File: src/rtl/data_mem_arbiter_if.sv
// Bundle between the data-memory arbiter, its three requesters and the data memory.
// The arbiter uses the slave modport; requesters and memory sit on the master side.
interface data_mem_arbiter_if #(
  parameter int ADDR_W = 8,
  parameter int DATA_W = 16
);
  logic [2:0]          req;
  logic [2:0]          we;
  logic [3*ADDR_W-1:0] addr;
  logic [3*DATA_W-1:0] wdata;
  logic [2:0]          gnt;
  logic [2:0]          done;
  logic [DATA_W-1:0]   rdata;
  logic [2:0]          collision;
  logic                busy;
  logic                mem_en;
  logic                mem_we;
  logic [ADDR_W-1:0]   mem_addr;
  logic [DATA_W-1:0]   mem_wdata;
  logic [DATA_W-1:0]   mem_rdata;

  modport slave (
    input  req, we, addr, wdata, mem_rdata,
    output gnt, done, rdata, collision, busy, mem_en, mem_we, mem_addr, mem_wdata
  );

  modport master (
    output req, we, addr, wdata, mem_rdata,
    input  gnt, done, rdata, collision, busy, mem_en, mem_we, mem_addr, mem_wdata
  );
endinterface

File: src/rtl/data_mem_arbiter.sv
// Round-robin arbiter sharing the single-port data memory between control unit,
// stack and crypto core; each request is latched, served, and answered with done.
module data_mem_arbiter #(
  parameter int ADDR_W  = 8,
  parameter int DATA_W  = 16,
  parameter int MEM_LAT = 1
) (
  input logic               clk,
  input logic               rst,
  data_mem_arbiter_if.slave bus
);

  typedef enum logic [1:0] {IDLE, ISSUE, WAIT, RESP} state_t;

  state_t            state, state_nxt;
  logic [1:0]        winner, winner_nxt;
  logic [1:0]        last, last_nxt;
  logic [1:0]        lat_cnt, lat_cnt_nxt;
  logic              capture;
  logic [DATA_W-1:0] rdata_q;
  logic [2:0]        pend;
  logic [2:0]        coll_q;
  logic [2:0]        slot_we;
  logic [ADDR_W-1:0] slot_addr  [3];
  logic [DATA_W-1:0] slot_wdata [3];
  logic [2:0]        resp_hit;
  logic              issue;

  // Search starts just after the last served requester, so the lowest offset wins.
  function automatic logic [1:0] rr_pick(input logic [2:0] p, input logic [1:0] l);
    logic [1:0] pick;
    pick = l;
    for (int k = 3; k >= 1; k--) begin
      if (p[(int'(l) + k) % 3]) pick = 2'((int'(l) + k) % 3);
    end
    return pick;
  endfunction

  always_comb begin
    resp_hit = '0;
    for (int i = 0; i < 3; i++) begin
      resp_hit[i] = (state == RESP) && (winner == 2'(i));
    end
  end

  always_comb begin
    state_nxt   = state;
    winner_nxt  = winner;
    last_nxt    = last;
    lat_cnt_nxt = lat_cnt;
    capture     = 1'b0;
    case (state)
      IDLE: begin
        if (|pend) begin
          winner_nxt = rr_pick(pend, last);
          state_nxt  = ISSUE;
        end
      end
      ISSUE: begin
        if (slot_we[winner]) begin
          state_nxt = RESP;
        end else begin
          lat_cnt_nxt = 2'(MEM_LAT);
          state_nxt   = WAIT;
        end
      end
      WAIT: begin
        if (lat_cnt == 2'd1) begin
          capture   = 1'b1;
          state_nxt = RESP;
        end else begin
          lat_cnt_nxt = lat_cnt - 2'd1;
        end
      end
      RESP: begin
        last_nxt  = winner;
        state_nxt = IDLE;
      end
      default: state_nxt = IDLE;
    endcase
  end

  always_ff @(posedge clk or negedge rst) begin
    if (!rst) begin
      state   <= IDLE;
      winner  <= 2'd0;
      last    <= 2'd2;
      lat_cnt <= 2'd0;
      rdata_q <= '0;
    end else begin
      state   <= state_nxt;
      winner  <= winner_nxt;
      last    <= last_nxt;
      lat_cnt <= lat_cnt_nxt;
      if (capture) rdata_q <= bus.mem_rdata;
    end
  end

  // A new pulse in the requester's own RESP cycle is accepted: set beats clear.
  always_ff @(posedge clk or negedge rst) begin
    if (!rst) begin
      pend    <= '0;
      coll_q  <= '0;
      slot_we <= '0;
      for (int i = 0; i < 3; i++) begin
        slot_addr[i]  <= '0;
        slot_wdata[i] <= '0;
      end
    end else begin
      for (int i = 0; i < 3; i++) begin
        if (bus.req[i] && (!pend[i] || resp_hit[i])) begin
          pend[i]       <= 1'b1;
          slot_we[i]    <= bus.we[i];
          slot_addr[i]  <= bus.addr[i*ADDR_W +: ADDR_W];
          slot_wdata[i] <= bus.wdata[i*DATA_W +: DATA_W];
        end else begin
          if (bus.req[i]) coll_q[i] <= 1'b1;
          if (resp_hit[i]) pend[i] <= 1'b0;
        end
      end
    end
  end

  assign issue         = (state == ISSUE);
  assign bus.mem_en    = issue;
  assign bus.mem_we    = issue & slot_we[winner];
  assign bus.mem_addr  = issue ? slot_addr[winner] : '0;
  assign bus.mem_wdata = issue ? slot_wdata[winner] : '0;
  assign bus.gnt       = issue ? 3'(3'b001 << winner) : 3'b000;
  assign bus.done      = (state == RESP) ? 3'(3'b001 << winner) : 3'b000;
  assign bus.rdata     = rdata_q;
  assign bus.collision = coll_q;
  assign bus.busy      = (state != IDLE) || (|pend);

endmodule

File: src/flat_wrapper.sv
// flat-port wrapper written by rule: the top's interface ports become plain ports
module data_mem_arbiter_flat 
#(
  parameter int ADDR_W  = 8,
  parameter int DATA_W  = 16,
  parameter int MEM_LAT = 1
)
  (clk, rst, bus_req, bus_we, bus_addr, bus_wdata, bus_mem_rdata, bus_gnt, bus_done, bus_rdata, bus_collision, bus_busy, bus_mem_en, bus_mem_we, bus_mem_addr, bus_mem_wdata);
  data_mem_arbiter_if #(.ADDR_W(ADDR_W), .DATA_W(DATA_W)) bus_i ();
  input logic clk;
  input logic rst;
  input wire logic [$bits(bus_i.req)-1:0] bus_req;
  input wire logic [$bits(bus_i.we)-1:0] bus_we;
  input wire logic [$bits(bus_i.addr)-1:0] bus_addr;
  input wire logic [$bits(bus_i.wdata)-1:0] bus_wdata;
  input wire logic [$bits(bus_i.mem_rdata)-1:0] bus_mem_rdata;
  output wire logic [$bits(bus_i.gnt)-1:0] bus_gnt;
  output wire logic [$bits(bus_i.done)-1:0] bus_done;
  output wire logic [$bits(bus_i.rdata)-1:0] bus_rdata;
  output wire logic [$bits(bus_i.collision)-1:0] bus_collision;
  output wire logic [$bits(bus_i.busy)-1:0] bus_busy;
  output wire logic [$bits(bus_i.mem_en)-1:0] bus_mem_en;
  output wire logic [$bits(bus_i.mem_we)-1:0] bus_mem_we;
  output wire logic [$bits(bus_i.mem_addr)-1:0] bus_mem_addr;
  output wire logic [$bits(bus_i.mem_wdata)-1:0] bus_mem_wdata;
  assign bus_i.req = bus_req;
  assign bus_i.we = bus_we;
  assign bus_i.addr = bus_addr;
  assign bus_i.wdata = bus_wdata;
  assign bus_i.mem_rdata = bus_mem_rdata;
  assign bus_gnt = bus_i.gnt;
  assign bus_done = bus_i.done;
  assign bus_rdata = bus_i.rdata;
  assign bus_collision = bus_i.collision;
  assign bus_busy = bus_i.busy;
  assign bus_mem_en = bus_i.mem_en;
  assign bus_mem_we = bus_i.mem_we;
  assign bus_mem_addr = bus_i.mem_addr;
  assign bus_mem_wdata = bus_i.mem_wdata;
  data_mem_arbiter #(.ADDR_W(ADDR_W), .DATA_W(DATA_W), .MEM_LAT(MEM_LAT)) u_core (.clk(clk), .rst(rst), .bus(bus_i));
endmodule
File: config.mk
export PLATFORM = sky130hd
export DESIGN_NAME = data_mem_arbiter_flat
export DESIGN_NICKNAME = d
export VERILOG_FILES = /design/src/rtl/data_mem_arbiter_if.sv /design/src/rtl/data_mem_arbiter.sv /design/src/flat_wrapper.sv
export SDC_FILE = /design/constraint.sdc
export NUM_CORES = 1
export LEC_CHECK = 0
export BUFFER_PORTS_ARGS = -buffer_cell sky130_fd_sc_hd__buf_2
export CAP_MARGIN = 30
export CELL_PAD_IN_SITES_DETAIL_PLACEMENT = 0
export CELL_PAD_IN_SITES_GLOBAL_PLACEMENT = 1
export CORE_UTILIZATION = 41
export CTS_BUF_LIST = sky130_fd_sc_hd__clkbuf_4 sky130_fd_sc_hd__clkbuf_8 sky130_fd_sc_hd__clkbuf_16
export DETAILED_ROUTE_END_ITERATION = 8
export PLACE_DENSITY_LB_ADDON = 0.1
export SLEW_MARGIN = 20
export SYNTH_ARGS = -nofsm -noshare
export SYNTH_HDL_FRONTEND = slang
export SYNTH_SLANG_ARGS = --single-unit
export TNS_END_PERCENT = 30
File: constraint.sdc
create_clock -name clk -period 2 [get_ports clk]
set_clock_uncertainty 0.05 [all_clocks]
set_input_delay 0.1 -clock clk [delete_from_list [all_inputs] [get_ports clk]]
set_output_delay 0.1 -clock clk [all_outputs]
set_load 0.005 [all_outputs]
# --- Yosys cells after proc, flatten, opt, wreduce, memory -nomap -nowiden ---
# Index checks and enable logic that the tools add are counted.
classes:
  reduce_logical: 27
  order_cmp: 5
  eq_ne: 10
  n_addsub: 4
  n_div: 3
  bitwise: 5
  n_mux: 39
  n_shift: 1
  mul: 0
ops:
  columns: ["op", "n"]
  rows:
  - ["less-than comparator 32 x 4 -> 1 bit (second input constant)", 3]
  - ["remainder unit 32 x 3 -> 32 bit (second input constant)", 3]
  - ["2-to-1 mux 16 bit", 3]
  - ["binary-select mux 16 bit (select 2 bit)", 1]
  - ["2-to-1 mux 8 bit", 3]
  - ["binary-select mux 8 bit (select 2 bit)", 1]
  - ["2-to-1 mux 1 bit", 16]
  - ["2-to-1 mux 2 bit", 7]
  - ["AND reduction 2 bit", 5]
  - ["nonzero test 2 bit", 5]
  - ["binary-select mux 1 bit (select 2 bit)", 4]
  - ["one-hot mux 2 bit (4 select lines)", 1]
  - ["adder 2 x 2 -> 3 bit (second input constant)", 2]
  - ["equality test 2 x 1 -> 1 bit (second input constant)", 3]
  - ["equality test 2 bit (second input constant)", 3]
  - ["logical AND 1 bit", 6]
  - ["2-to-1 mux 3 bit", 2]
  - ["logical NOT 2 bit", 2]
  - ["logical OR 1 bit", 4]
  - ["!= test 2 x 1 -> 1 bit (second input constant)", 2]
  - ["!= test 2 bit (second input constant)", 2]
  - ["one-hot mux 2 bit (2 select lines)", 1]
  - ["adder 2 x 1 -> 3 bit (second input constant)", 1]
  - [">= comparator 3 bit (second input constant)", 1]
  - ["other kinds (9)", 13]
word_totals:
  mem_bits_rw: 0
  in_bits: 96
  memories: 0
  latchBits: 0
  register_bits: 105
  word_cells: 114
  mem_bits_ro: 0

# --- Depth between registers and ports, before layout ---
# Gate-level depths: netlist (run 1).
depth:
  word_depth: 8
  mapped_depth: 7

# --- Worst setup path after synthesis (run 1) ---
# Ideal clock, no wire load.
synth_timing:
  path_type: "register to register"
  from: "register u_core.state[0]"
  to: "register u_core.slot_addr[21] (netlist name)"
  slack_ns: 0.186
  path_buffers: 1
  path_stages_with_launch: 7
  required_ns: 1.825
  synth_period_minus_slack_ns: 1.814
  arrival_ns: 1.639
  cell_sequence: "dfrtp_1 > ha_1 > nor3b_2 > nand2b_2 > nand2_4 > buf_6 > mux2_4"
synth_between:
  elab_chain_cells: 4
synth_rtl:
  columns: ["item", "line_no", "rtl"]
  rows:
  - ["start: declaration", "data_mem_arbiter.sv:15", "state_t state, state_nxt;"]
  - ["start signal: assignment", "data_mem_arbiter.sv:91", "state <= state_nxt;"]
  - ["equality test 2 bit", "data_mem_arbiter.sv:42", "resp_hit[i] = (state == RESP) && (winner == 2'(i));"]
  - ["logical AND 1 bit", "data_mem_arbiter.sv:42", null]
  - ["logical OR 1 bit", "data_mem_arbiter.sv:111", "if (bus.req[i] && (!pend[i] || resp_hit[i])) begin"]
  - ["logical AND 1 bit", "data_mem_arbiter.sv:111", null]
  - ["end signal: indexed assignment", "data_mem_arbiter.sv:114", "slot_addr[i] <= bus.addr[i*ADDR_W +: ADDR_W];"]
  - ["end: declaration", "data_mem_arbiter.sv:24", "logic [ADDR_W-1:0] slot_addr [3];"]
# Every way passes these cells.
# A chain may end at the register's enable or synchronous reset.

# --- Final worst setup path (run 1) ---
layout_timing:
  from: "register u_core.winner[0]"
  to: "output bus_mem_we"
layout_between:
  elab_chain_cells: 3
layout_rtl:
  columns: ["item", "line_no", "rtl"]
  rows:
  - ["start: declaration", "data_mem_arbiter.sv:16", "logic [1:0] winner, winner_nxt;"]
  - ["start signal: assignment", "data_mem_arbiter.sv:92", "winner <= winner_nxt;"]
  - ["binary-select mux 1 bit (select 2 bit)", "data_mem_arbiter.sv:126", "assign bus.mem_we = issue & slot_we[winner];"]
  - ["2-to-1 mux 1 bit (implied by the code)", "data_mem_arbiter.sv:126", null]
  - ["bitwise AND 1 bit", "data_mem_arbiter.sv:126", null]
  - ["end: declaration", "flat_wrapper.sv:23", "output wire logic [$bits(bus_i.mem_we)-1:0] bus_mem_we;"]
# Every way passes these cells. The select of a mux whose other input is x is not followed.

==> run_summary.xml, run 1 <==
<?xml version="1.0" encoding="UTF-8"?>
<metrics>
  <group name="status">
    <metric name="outcome" unit="">finished clean</metric>
  </group>
  <group name="timing">
    <metric name="timing.final.crit_period" unit="ns">1.91</metric>
    <metric name="maxSlewHeadroom" unit="%">64.8</metric>
    <metric name="grt_setup_unrepaired" unit="">no</metric>
    <metric name="timing.final.crit_share" unit="%">95.6</metric>
    <metric name="tns" unit="ns">0</metric>
    <metric name="finalSetupViolCount" unit="">0</metric>
    <metric name="worst_pin_slew" unit="ns">0.528</metric>
    <metric name="report.final.slew_viol_count" unit="">0</metric>
    <metric name="hold_viol_final" unit="">0</metric>
    <metric name="clock.fmax" unit="MHz">523</metric>
  </group>
  <group name="power">
    <metric name="p_leak" unit="uW">0.00361</metric>
    <metric name="internal-power" unit="uW">6850</metric>
    <metric name="vdd_ir_drop_max" unit="uV">558</metric>
    <metric name="switching_share" unit="%">33.2</metric>
    <metric name="power.share.sequential" unit="%">37.0</metric>
    <metric name="power" unit="uW">10300</metric>
    <metric name="p_clk_share" unit="%">18.0</metric>
    <metric name="switchingPower" unit="uW">3410</metric>
    <metric name="p_comb_share" unit="%">45.0</metric>
    <metric name="power_density" unit="nW/um^2">1380</metric>
  </group>
  <group name="global_routing">
    <metric name="first_pass_grt_wire_length" unit="um">21200</metric>
    <metric name="groute.usage.overall" unit="%">21.5</metric>
    <metric name="grt_start_max_net_pins" unit="">51</metric>
    <metric name="antenna_violations_before_repair" unit="">0</metric>
    <metric name="grt_pass1_vias" unit="">4202</metric>
    <metric name="grt_remaining_overflow" unit="">0</metric>
  </group>
  <group name="floorplanning">
    <metric name="die_w" unit="um">114</metric>
    <metric name="boundaryPins" unit="">148</metric>
    <metric name="core" unit="um^2">12200</metric>
    <metric name="count_of_standard_cell_rows" unit="">40</metric>
    <metric name="initial_utilization" unit="%">42.6</metric>
    <metric name="die_area" unit="um^2">13100</metric>
    <metric name="die_h" unit="um">114</metric>
  </group>
  <group name="routing">
    <metric name="antenna_left" unit="">0</metric>
    <metric name="routed_wirelength" unit="um">13200</metric>
    <metric name="dr_total_vias" unit="">3968</metric>
    <metric name="dr.pass1.iters" unit="">4</metric>
    <metric name="route.detailed.vias_per_inst" unit="">4.78</metric>
    <metric name="drt_drc_violations_left" unit="">0</metric>
    <metric name="wl_per_cell" unit="um">15.8</metric>
    <metric name="detail_route.iter0.violations" unit="">129</metric>
  </group>
  <group name="yosys">
    <metric name="synth_top_area_cell" unit="">dfrtp_1</metric>
    <metric name="synth.cell_area" unit="um^2">5180</metric>
    <metric name="synth_area_per_cell" unit="um^2">12.8</metric>
    <metric name="number_of_storage_elements_in_the_synthesis_netlist" unit="">105</metric>
    <metric name="synth_seq_area_share" unit="%">50.7</metric>
    <metric name="synth.top_cell.area_share" unit="%">50.2</metric>
    <metric name="number_of_synthesis_warnings" unit="">0</metric>
    <metric name="synth_top_cells_by_area" unit="">dfrtp_1 (50%), mux2_4 (12%), mux2_2 (11%)</metric>
    <metric name="netlist-cell-type-count" unit="">40</metric>
    <metric name="syn_nets" unit="">511</metric>
    <metric name="post_synth_inst_count" unit="">406</metric>
  </group>
  <group name="placement">
    <metric name="port-buffer-count" unit="">147</metric>
    <metric name="place_congestion" unit="">0.749</metric>
    <metric name="hpwl" unit="um">8800</metric>
  </group>
  <group name="critical_path">
    <metric name="critPathLaunchType" unit="">flop</metric>
    <metric name="type_of_destination_of_the_critical_path" unit="">output pin</metric>
    <metric name="setup.worst_path.class" unit="">flop to output pin</metric>
    <metric name="worstPathMaxFanout" unit="">15</metric>
    <metric name="crit_arrival" unit="ns">1.76</metric>
    <metric name="required" unit="ns">1.85</metric>
    <metric name="rrSetupSlack" unit="ns">0.11</metric>
    <metric name="r2r.worst_path.cells" unit="">6</metric>
  </group>
  <group name="finish">
    <metric name="layout_stage_area_growth_over_the_synthesis_result" unit="%">43.9</metric>
    <metric name="share_of_post_route_cells_with_drive_strength_above_1" unit="%">43.2</metric>
    <metric name="n_antenna_cell" unit="">0</metric>
    <metric name="nFillCells" unit="">983</metric>
    <metric name="multi_input_comb_area" unit="um^2">2370</metric>
    <metric name="layout.nets" unit="">762</metric>
    <metric name="seq_area" unit="um^2">2630</metric>
  </group>
  <group name="clocking">
    <metric name="cts_buffers" unit="">9</metric>
    <metric name="clock_tree_from_tritoncts" unit="">yes</metric>
    <metric name="cts.clk_slew.worst_paths" unit="ns">0.07</metric>
    <metric name="clk-insertion-delay-late" unit="ns">0.35</metric>
    <metric name="clock_tree.buffer_depth" unit="">2</metric>
    <metric name="numClockSinks" unit="">105</metric>
    <metric name="cts-htree-levels" unit="">3</metric>
    <metric name="cts_root_buffer" unit="">clkbuf_16</metric>
  </group>
  <group name="flow_run">
    <metric name="max-cap-violations" unit="">0</metric>
  </group>
  <group name="hold_path">
    <metric name="hold_path_class" unit="">input pin to asynchronous set/reset pin</metric>
  </group>
</metrics>
-- worst paths after layout --
path / start / end
min: rst / u_core.pend[2]
min in group clk: u_core.bus.collision[2] / u_core.bus.collision[2]
max in group asynchronous: rst / u_core.slot_wdata[6]
max: u_core.winner[0] / bus_mem_we
max reg2reg: u_core.state[0] / u_core.slot_addr[19]
min reg2reg: u_core.bus.collision[2] / u_core.bus.collision[2]
-- state kept, by name, indices dropped and copies added, names as in the netlist --
signal / cells
u_core.bus.collision: 3
u_core.bus.rdata: 16
u_core.last: 2
u_core.lat_cnt: 2
u_core.pend: 3
u_core.slot_addr: 24
u_core.slot_wdata: 48
u_core.slot_we: 3
u_core.state: 2
u_core.winner: 2
-- power groups by stage --
stage	sequential (uW)	combinational, uW	clock [uW]
after global placement	3770	4330	0
after detailed placement	3800	4410	0
after CTS	3780	4620	1910
final	3790	4620	1850
after floorplan	3620	3250	0
after global routing	3920	5100	2000
-- Yosys cell counts --
cell	instances
a21boi_0	1
a21boi_4	1
a21o_1	1
a21oi_1	3
a2bb2oi_1	1
a31o_2	2
a31oi_1	2
and2_1	27
and3_1	1
buf_12	2
buf_2	3
buf_4	2
buf_6	5
clkbuf_1	10
dfrtp_1	104
dfstp_2	1
ha_1	9
inv_1	11
mux2_2	51
mux2_4	40
mux2i_1	27
nand2_1	39
nand2_4	2
nand2b_1	6
nand2b_2	1
nand3_1	2
nand3b_1	2
nand4b_1	1
nor2_1	6
nor2b_1	2
nor2b_2	1
nor3_1	1
nor3b_2	1
o211ai_1	3
o21ai_0	29
o21bai_1	1
o221ai_1	2
o2bb2ai_1	1
o311ai_0	1
o32ai_1	1
-- metrics by stage --
| stage | instance area [um^2] | setup WS (ns) | instances | hold slack, ns | util [%] |
|---|---|---|---|---|---|
| finish | 7460 | 0.0882 | 830 | 0.216 | 61.3 |
| global route | 7460 | 0.00265 | 830 | 0.264 | 61.3 |
| CTS | 7420 | 0.00964 | 828 | 0.241 | 61.0 |
| detailed placement | 6140 | 0.146 | 717 | 0.0717 | 50.5 |
| global placement | 6140 | 0.184 | 717 | 0.0608 | 50.5 |
| floorplan | 5180 | 0.186 | 406 | -0.246 | - |
-- what timing repair did --
item | 4_1_cts | 5_1_grt
setup endpoints to repair | 25 | 29
resized for setup | 5 | 4
hold endpoints to repair | 132 | 0
buffers inserted | 0 | 2
hold buffers | 95 | 0
pin swaps | 0 | 0
-- layout by cell type, fill, tap and decap left out, types with 3 or more instances in the layout --
cell type / count
mux2_2: 51
clkbuf_16: 9
o21ai_0: 29
and2_1: 27
mux2_4: 40
a21oi_1: 3
nand2b_1: 6
inv_6: 3
o211ai_1: 3
buf_12: 3
nand2_1: 39
inv_1: 11
nor2_1: 6
mux2i_1: 27
dfrtp_1: 102
dlygate4sd3_1: 95
buf_2: 146
buf_4: 15
ha_1: 8
-- critical path, cell delays in order (launching register included) --
cell and delay [ns]:
dfrtp_2 0.47, buf_8 0.22, mux2i_1 0.28, o2bb2ai_1 0.10
and2_1 0.19, buf_2 0.14
-- routing by layer --
metal / track usage, % / vias to the layer above / share of wire [%]
li1: - / 1909 / -
met1: 28.1 / 1947 / 46
met2: 35.7 / 91 / 49
met3: 3.34 / 21 / 2.8
met4: 8.57 / 0 / 2.1
met5: 0 / - / 0
-- final cells by class --
class / instances / share of cell area [%]
Sequential cell: 105 / 35.3
Multi-Input combinational cell: 268 / 31.7
Timing Repair Buffer: 262 / 25.4
Clock buffer: 10 / 3.20
Tap cell: 168 / 2.82
Clock inverter: 6 / 0.973
Inverter: 11 / 0.554
-- cell families (layout without fill, tap and decap cells) --
| family | count (synthesis) | in the layout | share of synthesized area (%) |
|---|---|---|---|
| mux | 118 | 118 | 27.9 |
| flops | 105 | 105 | 50.7 |
| simple gates | 92 | 92 | 9.37 |
| compound gates | 49 | 49 | 5.91 |
| buf+inv | 33 | 289 | 3.96 |
| fa+ha+maj | 9 | 9 | 2.17 |
No activity file was read; power rests on OpenSTA's default activity.
==> inputs of run 2 (changes only) <==
Settings changed: CELL_PAD_IN_SITES_DETAIL_PLACEMENT 0 to unset, CELL_PAD_IN_SITES_GLOBAL_PLACEMENT 1 to unset, CORE_UTILIZATION 41 to 50, PLACE_DENSITY set to 0.77, PLACE_DENSITY_LB_ADDON 0.1 to unset, SLEW_MARGIN 20 to unset.
==> run 2 against run 1 <==
Against the previous run:
- setup slack got worse by 0.0095 ns
- worst hold slack worse by 0.061 ns
- global-route usage up 6.0 points
- final cell count shrank 4.0%
- sequential share of layout area up 0.61 points
- non-clock buffer count is 1 higher
- flip-flop and latch count stayed put
- die area fell by 18%
- first-iteration DRC count up 22%
- combinational power increased by 3%
- clock power down 25%
- critical endpoint is now u_core.slot_wdata[18]
==> run_summary.xml, run 2 (synthesis results as in run 1) <==
<?xml version="1.0" encoding="UTF-8"?>
<metrics>
  <group name="floorplanning">
    <metric name="core" unit="um^2">9910</metric>
    <metric name="die_area" unit="um^2">10800</metric>
    <metric name="die_w" unit="um">104</metric>
    <metric name="boundaryPins" unit="">148</metric>
    <metric name="count_of_standard_cell_rows" unit="">36</metric>
    <metric name="die_h" unit="um">104</metric>
    <metric name="initial_utilization" unit="%">52.3</metric>
  </group>
  <group name="routing">
    <metric name="drt_drc_violations_left" unit="">0</metric>
    <metric name="antenna_left" unit="">0</metric>
    <metric name="dr_total_vias" unit="">4126</metric>
    <metric name="routed_wirelength" unit="um">14100</metric>
    <metric name="route.detailed.vias_per_inst" unit="">5.18</metric>
    <metric name="dr.pass1.iters" unit="">4</metric>
    <metric name="wl_per_cell" unit="um">17.7</metric>
    <metric name="detail_route.iter0.violations" unit="">157</metric>
  </group>
  <group name="clocking">
    <metric name="cts_buffers" unit="">9</metric>
    <metric name="cts-htree-levels" unit="">3</metric>
    <metric name="clock_tree_from_tritoncts" unit="">yes</metric>
    <metric name="clk-insertion-delay-late" unit="ns">0.37</metric>
    <metric name="cts_root_buffer" unit="">clkbuf_8</metric>
    <metric name="cts.clk_slew.worst_paths" unit="ns">0.10</metric>
    <metric name="numClockSinks" unit="">105</metric>
    <metric name="clock_tree.buffer_depth" unit="">2</metric>
  </group>
  <group name="finish">
    <metric name="mostFrequentLayoutCells" unit="">buf_2 (146), dfrtp_1 (102), dlygate4sd3_1 (95)</metric>
    <metric name="largest_register_ffs" unit="">48</metric>
    <metric name="top_register" unit="">u_core.slot_wdata</metric>
    <metric name="leading_cell_type_in_the_layout_fill_and_taps_excluded" unit="">buf_2</metric>
    <metric name="share_of_post_route_cells_with_drive_strength_above_1" unit="%">43.4</metric>
    <metric name="finalInstanceArea" unit="um^2">7330</metric>
    <metric name="multi_input_comb_area" unit="um^2">2360</metric>
    <metric name="layout_stage_area_growth_over_the_synthesis_result" unit="%">41.4</metric>
    <metric name="layout.nets" unit="">763</metric>
    <metric name="seq_area" unit="um^2">2630</metric>
    <metric name="nFillCells" unit="">652</metric>
  </group>
  <group name="critical_path">
    <metric name="worstPathMaxFanout" unit="">19</metric>
    <metric name="r2r.worst_path.cells" unit="">7</metric>
    <metric name="critPathSlowestCell" unit="">dfrtp_1</metric>
    <metric name="setup.worst_path.class" unit="">flop to flop</metric>
    <metric name="critical_path.cell_chain" unit="">ha_1 &gt; buf_4 &gt; nand3b_1 &gt; nand2_1 &gt; and2_1 &gt; buf_12 &gt; mux2_2</metric>
    <metric name="rr_startpoint" unit="">u_core.state[0]</metric>
    <metric name="cp_slowest_stage_delay" unit="ns">0.41</metric>
    <metric name="crit_arrival" unit="ns">2.12</metric>
    <metric name="critPathLaunchType" unit="">flop</metric>
    <metric name="rrSetupSlack" unit="ns">0.08</metric>
    <metric name="timing.rr.end" unit="">u_core.slot_wdata[18]</metric>
    <metric name="type_of_destination_of_the_critical_path" unit="">flop</metric>
    <metric name="required" unit="ns">2.20</metric>
  </group>
  <group name="timing">
    <metric name="tns" unit="ns">0</metric>
    <metric name="timing.final.crit_period" unit="ns">1.92</metric>
    <metric name="hold_viol_final" unit="">0</metric>
    <metric name="worst_pin_slew" unit="ns">0.457</metric>
    <metric name="clock.fmax" unit="MHz">520</metric>
    <metric name="finalSetupViolCount" unit="">0</metric>
    <metric name="maxSlewHeadroom" unit="%">69.6</metric>
    <metric name="holdWs" unit="ns">0.155</metric>
    <metric name="report.final.slew_viol_count" unit="">0</metric>
    <metric name="timing.final.crit_share" unit="%">96.1</metric>
  </group>
  <group name="placement">
    <metric name="port-buffer-count" unit="">147</metric>
    <metric name="placed_cell_area" unit="um^2">6120</metric>
    <metric name="hpwl" unit="um">8670</metric>
    <metric name="place_congestion" unit="">0.795</metric>
  </group>
  <group name="power">
    <metric name="power_density" unit="nW/um^2">1360</metric>
    <metric name="vdd_ir_drop_max" unit="uV">642</metric>
    <metric name="p_leak" unit="uW">0.00358</metric>
  </group>
  <group name="global_routing">
    <metric name="grt_remaining_overflow" unit="">0</metric>
    <metric name="antenna_violations_before_repair" unit="">1</metric>
    <metric name="grt_pass1_vias" unit="">4506</metric>
    <metric name="grt_start_max_net_pins" unit="">40</metric>
    <metric name="groute.usage.overall" unit="%">27.4</metric>
    <metric name="first_pass_grt_wire_length" unit="um">22900</metric>
  </group>
  <group name="flow_run">
    <metric name="max-cap-violations" unit="">0</metric>
  </group>
  <group name="hold_path">
    <metric name="hold_path_class" unit="">input pin to asynchronous set/reset pin</metric>
  </group>
  <group name="status">
    <metric name="outcome" unit="">finished clean</metric>
  </group>
</metrics>
-- run 2: cell count changes in the layout (fill, tap and decap cells not counted), sizes merged --
cell	previous run	this run
clkbuf	10	14
inv	14	11
buf	167	168
clkinv	1	0
diode	0	1
-- run 2: where the power goes --
part / switching (uW) / internal (uW)
Combinational: 2070 / 2710
Clock: 705 / 672
Sequential: 683 / 3160
Total: 3460 / 6540
-- run 2: repair_timing --
action	CTS	global route
setup endpoints to repair	25	7
setup buffers	0	2
gates resized for setup	5	5
endpoints found under the hold margin	126	0
hold buffers	95	0
-- run 2: critical path: cells and delay by family, from the launching register on --
kind                       cells  cell delay (ns)
muxes                          1             0.35
DFF                            1             0.41
adders and majority gates      1             0.21
and+or+nand+nor                3             0.44
buffers and inverters          2             0.33
-- run 2: how the worst max path moves through the flow --
| stage | startpoint | end | slack [ns] |
|---|---|---|---|
| 2_1_floorplan | u_core.state[0] | u_core.slot_addr[21] | 0.19 |
| 3_3_place_gp | u_core.state[0] | u_core.slot_wdata[23] | 0.19 |
| 3_5_place_dp | u_core.state[0] | u_core.slot_wdata[18] | 0.12 |
| 4_1_cts | u_core.winner[0] | bus_mem_we | 0.0004 |
| 5_1_grt | u_core.state[0] | u_core.slot_wdata[21] | -0.003 |
| 6_report | u_core.state[0] | u_core.slot_wdata[18] | 0.08 |
-- run 2: cell type report --
| type | instances | share of cell area, % |
|---|---|---|
| flip-flops and latches | 105 | 35.9 |
| multi-input cells | 268 | 32.2 |
| repair buffers | 263 | 26.2 |
| clock buffers | 14 | 2.29 |
| well taps | 133 | 2.27 |
| inverters | 11 | 0.563 |
| clock inverters | 2 | 0.512 |
| diodes | 1 | 0.0341 |
-- run 2: layer usage --
| layer | vias to the layer above | share of wire [%] | GRT usage [%] |
|---|---|---|---|
| li1 | 1909 | - | - |
| met1 | 2022 | 41 | 32.7 |
| met2 | 156 | 51 | 48.1 |
| met3 | 39 | 4.6 | 5.29 |
| met4 | 0 | 3.2 | 12.0 |
| met5 | - | 0 | 0 |
-- run 2: stage by stage --
step / setup WS [ns] / instances / total power, uW / util (%)
floorplan: 0.186 / 406 / 6860 / -
global placement: 0.194 / 683 / 8020 / 61.7
detailed placement: 0.122 / 683 / 8220 / 61.7
CTS: 0.000417 / 794 / 9780 / 73.6
global route: -0.00297 / 797 / 10600 / 74.0
finish: 0.0787 / 797 / 10000 / 74.0
